File: src/rtl/count_ctrl_pkg.sv
// Shared constants for the count controller, its loadable counter and the bench.
//   STATE_W       : width of the controller state encoding
//   DEFAULT_WIDTH : default count width shared by controller and counter
//   state_e       : controller states (IDLE=0, LOAD=1, RUN=2, DONE=3)
package count_ctrl_pkg;

  localparam int unsigned STATE_W       = 2;
  localparam int unsigned DEFAULT_WIDTH = 5;

  typedef enum logic [STATE_W-1:0] {
    ST_IDLE = 2'd0,
    ST_LOAD = 2'd1,
    ST_RUN  = 2'd2,
    ST_DONE = 2'd3
  } state_e;

endpackage : count_ctrl_pkg

File: src/rtl/count_ctrl.sv
// Run controller for an external loadable counter: loads start_val, then
// enables increments until the fed-back count reaches end_val.
//   clk, rst             : clock, synchronous active-high reset
//   start                : run request, honoured only in IDLE
//   start_val, end_val   : run bounds, captured on an accepted start
//   hold                 : pause counting while high (RUN only)
//   abort                : cancel a run in LOAD/RUN, no done pulse
//   cnt_out              : count fed back from the counter
//   load, enab           : counter strobes, decoded from state/hold/cnt_out
//   cnt_in               : counter load value (captured start_val)
//   busy                 : high in LOAD and RUN
//   done                 : one-cycle pulse in DONE
module count_ctrl
  import count_ctrl_pkg::*;
#(
  parameter int unsigned WIDTH = DEFAULT_WIDTH
) (
  input  logic             clk,
  input  logic             rst,
  input  logic             start,
  input  logic [WIDTH-1:0] start_val,
  input  logic [WIDTH-1:0] end_val,
  input  logic             hold,
  input  logic             abort,
  input  logic [WIDTH-1:0] cnt_out,
  output logic             load,
  output logic             enab,
  output logic [WIDTH-1:0] cnt_in,
  output logic             busy,
  output logic             done
);

  state_e           state_q, state_d;
  logic [WIDTH-1:0] start_reg_q, start_reg_d;
  logic [WIDTH-1:0] end_reg_q, end_reg_d;

  // Next state, bound capture and counter strobes
  always_comb begin
    state_d     = state_q;
    start_reg_d = start_reg_q;
    end_reg_d   = end_reg_q;
    load        = 1'b0;
    enab        = 1'b0;
    unique case (state_q)
      ST_IDLE: begin
        if (start) begin
          start_reg_d = start_val;
          end_reg_d   = end_val;
          state_d     = ST_LOAD;
        end
      end
      ST_LOAD: begin
        if (abort) begin
          state_d = ST_IDLE;
        end else begin
          load    = 1'b1;
          state_d = ST_RUN;
        end
      end
      ST_RUN: begin
        // abort outranks terminal-count detection
        if (abort) begin
          state_d = ST_IDLE;
        end else if (cnt_out == end_reg_q) begin
          state_d = ST_DONE;
        end else begin
          enab = ~hold;
        end
      end
      ST_DONE: begin
        state_d = ST_IDLE;
      end
      default: begin
        state_d = ST_IDLE;
      end
    endcase
  end

  always_ff @(posedge clk) begin
    if (rst) begin
      state_q     <= ST_IDLE;
      start_reg_q <= '0;
      end_reg_q   <= '0;
    end else begin
      state_q     <= state_d;
      start_reg_q <= start_reg_d;
      end_reg_q   <= end_reg_d;
    end
  end

  // Status outputs are pure decodes of flops
  assign cnt_in = start_reg_q;
  assign busy   = (state_q == ST_LOAD) || (state_q == ST_RUN);
  assign done   = (state_q == ST_DONE);

endmodule : count_ctrl

File: config.mk
export PLATFORM = sky130hd
export DESIGN_NAME = count_ctrl
export DESIGN_NICKNAME = d
export VERILOG_FILES = /design/src/rtl/count_ctrl_pkg.sv /design/src/rtl/count_ctrl.sv
export SDC_FILE = /design/constraint.sdc
export NUM_CORES = 1
export LEC_CHECK = 0
export CORE_MARGIN = 5
export CORE_UTILIZATION = 39
export CTS_CLUSTER_SIZE = 40
export DETAILED_ROUTE_END_ITERATION = 12
export GPL_ROUTABILITY_DRIVEN = 0
export HOLD_SLACK_MARGIN = 0.05
export PLACE_DENSITY = 0.83
export SYNTH_ARGS = -nofsm -noshare
export SYNTH_HDL_FRONTEND = slang
export SYNTH_SLANG_ARGS = --single-unit
File: constraint.sdc
create_clock -name clk -period 2.1 [get_ports clk]
set_clock_uncertainty 0.15 [all_clocks]
set_input_delay 0.525 -clock clk [delete_from_list [all_inputs] [get_ports clk]]
set_output_delay 0.525 -clock clk [all_outputs]
set_load 0.03 [all_outputs]
Yosys cells after proc, flatten, opt, wreduce, memory -nomap -nowiden
Index checks and enable logic that the tools add are counted.
{ "totals": {"register_bits": 12, "output_inout_bits": 9, "in_bits": 20} }
{ "classes": {"eq_ne": 6, "n_reduce_logical": 4, "n_bitwise": 1, "mux": 10} }
{ "op_table": {"columns": ["cell", "n"], "rows": [
  ["two-way mux 2 bit", 4],
  ["case mux 2 bit (4 select lines)", 1],
  ["== test 5 bit", 1],
  ["two-way mux 1 bit", 5],
  ["== test 2 bit, second input constant", 2],
  ["AND reduction 2 bit", 2],
  ["!= test 3 bit, second input constant", 1],
  ["== test 2 x 1 -> 1 bit, second input constant", 1],
  ["zero test 2 bit", 1],
  ["!= test 2 bit, second input constant", 1],
  ["logical OR 1 bit", 1],
  ["inverter 1 bit", 1]
]} }

Longest topological paths before layout
{ "depth": {"word_depth": 4, "mapped_depth": 6} }

Worst setup path before layout
No wires, ideal clock.
{ "synth_timing": {"path_kind": "reg-to-output", "startpoint": "register state_q[0]", "endpoint": "output enab", "arrival_time_ns": 1.264, "path_buffers": 0, "setup_slack_ns": 0.161, "stages_incl_launch_ff": 6, "cell_sequence": "dfxtp_1 -> inv_1 -> ha_1 -> nor2b_1 -> o21ai_0 -> nor2_1"} }
{ "synth_between": {"elab_chain_len": 2} }
{ "synth_rtl": {"columns": ["element", "line", "text"], "rows": [
  ["start: declaration", "count_ctrl.sv:33", "state_e state_q, state_d;"],
  ["start signal: assignment", "count_ctrl.sv:85", "state_q <= state_d;"],
  ["== test 2 bit", "count_ctrl.sv:44", "unique case (state_q)"],
  ["two-way mux 1 bit", "count_ctrl.sv:44", null],
  ["end: declaration", "count_ctrl.sv:27", "output logic enab,"]
]} }
Every way passes these cells.

Final worst setup path
Same ends and word-level chain as after synthesis.

==> impl_metrics.env <==
export IMPL_async_flop_share=0
export IMPL_cp_slowest_cell="dfxtp_2"
export IMPL_boundaryPins=29
export IMPL_syn_inst=75
export IMPL_postLayoutCellArea_sq_um=986
export IMPL_portBuffers=28
export IMPL_ir_drop_mv=0.337
export IMPL_grt_pass1_vias=643
export IMPL_fin_ws_ns=0.0971
export IMPL_dieArea_sq_um=2470
export IMPL_synth_cell_types=20
export IMPL_cts_buffers=3
export IMPL_n_antenna_cell=0
export IMPL_die_w_um=49.7
export IMPL_area_growth_pct=60.8
export IMPL_hold_viol=0
export IMPL_min_period_ns=2.00
export IMPL_vias=622
export IMPL_finalCritPeriodShare=0.954
export IMPL_initial_core_util=0.407
export IMPL_setup_viol=0
export IMPL_clock_fmax_ghz=0.499
export IMPL_antenna_left=0
export IMPL_drive_above_1_share=0.250
export IMPL_yosys_most_used_dff="dfxtp_1"
export IMPL_antenna_found_initial=0
export IMPL_slew_headroom=0.752
export IMPL_path_max_fanout=4
export IMPL_cap_violations=0
export IMPL_min_path_type="register to register"
export IMPL_power_per_cell_area_nw_per_um2=626
export IMPL_dr_first_iter_drc_count=3
export IMPL_clkTransAtPathRegs_ns=0.07
export IMPL_status="finished clean"
export IMPL_rows=14
export IMPL_cts_sinks=12
export IMPL_yosys_warnings=0
export IMPL_die_h_um=49.7
export IMPL_drc=0
export IMPL_cp_buffers_inverters=2
export IMPL_cp_top_family="flip-flops"
export IMPL_cts_max_path_buffers=2
export IMPL_synth_edf_count=0
export IMPL_crit_arrival_ns=1.33
export IMPL_hpwl_um=1150
export IMPL_vias_per_cell=4.86
export IMPL_synth_seq_cells=12
export IMPL_rsz0062_at_grt="no"
export IMPL_clk_insertion_delay_late_ns=0.27
export IMPL_drt_first_pass_iters=4
export IMPL_grt_max_degree=11
export IMPL_r2r_setup_slack_ns=0.29
export IMPL_htree_levels=1
export IMPL_crit_type="register to output port"
export IMPL_mappedNetlistNets=100
export IMPL_cts_root_buf="clkbuf_4"
export IMPL_start_kind="register"
export IMPL_postPlaceCellArea_sq_um=936
export IMPL_worstPathRequired_ns=1.42
export IMPL_ctsHoldBuffers=0
export IMPL_fin_setup_tns_ns=0
export IMPL_fin_nets=138
export IMPL_grt_usage=0.130
export IMPL_grt_overflow=0
export IMPL_wl_um=1530
export IMPL_whs_ns=0.306
export IMPL_worstSetupEndpointType="output port"
export IMPL_cts_tree="built"
export IMPL_dp_slack_ns=-0.211
export IMPL_path_cells="inv_2 -> ha_4 -> nor2b_4 -> o21ai_1 -> nor2_1 -> buf_4"
export IMPL_synth_avg_cell_area_sq_um=8.17
export IMPL_synth_area_sq_um=613
export IMPL_worst_pin_slew_ns=0.372
export IMPL_ys_seq_area_frac=0.392
export IMPL_slew_viol_final=0
export IMPL_core_area_sq_um=1510
export IMPL_power_mw=0.617
export IMPL_grt_pass1_wl_um=2530
export IMPL_wl_per_cell_um=11.9
export IMPL_cp_slowest_stage_delay_ns=0.34
export IMPL_p_leak_nw=0.425
[flip-flops by register name, indices dropped and copies added, names as in the netlist]
register	flops
end_reg_q	5
state_q	2
cnt_in	5
[final timing paths]
kind,from,end,cells past startpoint
max reg2reg,state_q[0],state_q[1],8
max,state_q[0],enab,6
min reg2reg,cnt_in[0],cnt_in[0],2
min,cnt_in[0],cnt_in[0],2
[area by class of cell]
cell class,count,area (sq um)
Clock buffer,4,36.3
Fill cell,133,520
Inverter,4,15.0
Multi-Input combinational cell,57,370
Sequential cell,12,243
Tap cell,16,20.0
Timing Repair Buffer,35,302
[kinds of logic (layout without fill, tap and decap cells)]
group / count (synthesis) / count (layout) / synth area share
AND/OR/NAND/NOR: 31 / 31 / 0.220
buffers and inverters: 6 / 43 / 0.0367
adder cells (fa/ha/maj): 5 / 5 / 0.102
AO/OA/AOI/OAI: 16 / 16 / 0.153
flip-flops: 12 / 12 / 0.392
XOR/XNOR: 5 / 5 / 0.0959
[what timing repair did]
| item | in CTS | in global routing |
|---|---|---|
| pin swaps | 4 | 9 |
| setup buffers | 1 | 1 |
| setup endpoints to repair | 2 | 1 |
| gates cloned | 0 | 0 |
| gates resized for setup | 8 | 17 |
[metal layers]
layer	track usage	up-vias	wire length (um)
li1	-	321	-
met1	0.143	272	622
met2	0.208	25	738
met3	0.0482	4	142
met4	0.0786	0	22
met5	0	-	0
[synthesized netlist by cell type (2+ instances only)]
| cell type | instances | area (sq um) |
|---|---|---|
| nand3_1 | 2 | 10.0 |
| clkbuf_1 | 2 | 7.51 |
| nor2_1 | 2 | 7.51 |
| inv_1 | 4 | 15.0 |
| ha_1 | 5 | 62.6 |
| a21oi_1 | 11 | 55.1 |
| xnor2_2 | 2 | 32.5 |
| dfxtp_1 | 12 | 240 |
| xnor2_1 | 3 | 26.3 |
| nand2_1 | 22 | 82.6 |
[through the flow]
step,utilization,cells
3_5_place_dp,0.621,122
4_1_cts,0.645,127
6_report,0.654,128
3_3_place_gp,0.621,122
2_1_floorplan,-,75
5_1_grt,0.654,128
[worst min-delay path: cells and delay by family, from the launching register on]
family	cells	cell delay [ns]
AOI/OAI and AO/OA	1	0.05
DFF	1	0.31
and+or+nand+nor	1	0.05
[layout by cell type, fill, tap and decap left out, types with 2 or more instances in the layout]
cell              n
clkdlybuf4s50_1  18
clkbuf_4          3
a21oi_1          11
nor2_1            2
dfxtp_2           2
buf_4            10
xnor2_1           3
dfxtp_1          10
inv_1             3
nand2_1          22
clkbuf_2          5
xnor2_2           2
nand3_1           2
ha_1              4
[power by group]
group | internal [mW] | total, mW | switching [mW]
clock | 0.105 | 0.181 | 0.0754
sequential | 0.245 | 0.257 | 0.0120
combinational | 0.0902 | 0.179 | 0.0888
total | 0.441 | 0.617 | 0.176
Power figures use the tool's default switching activity.
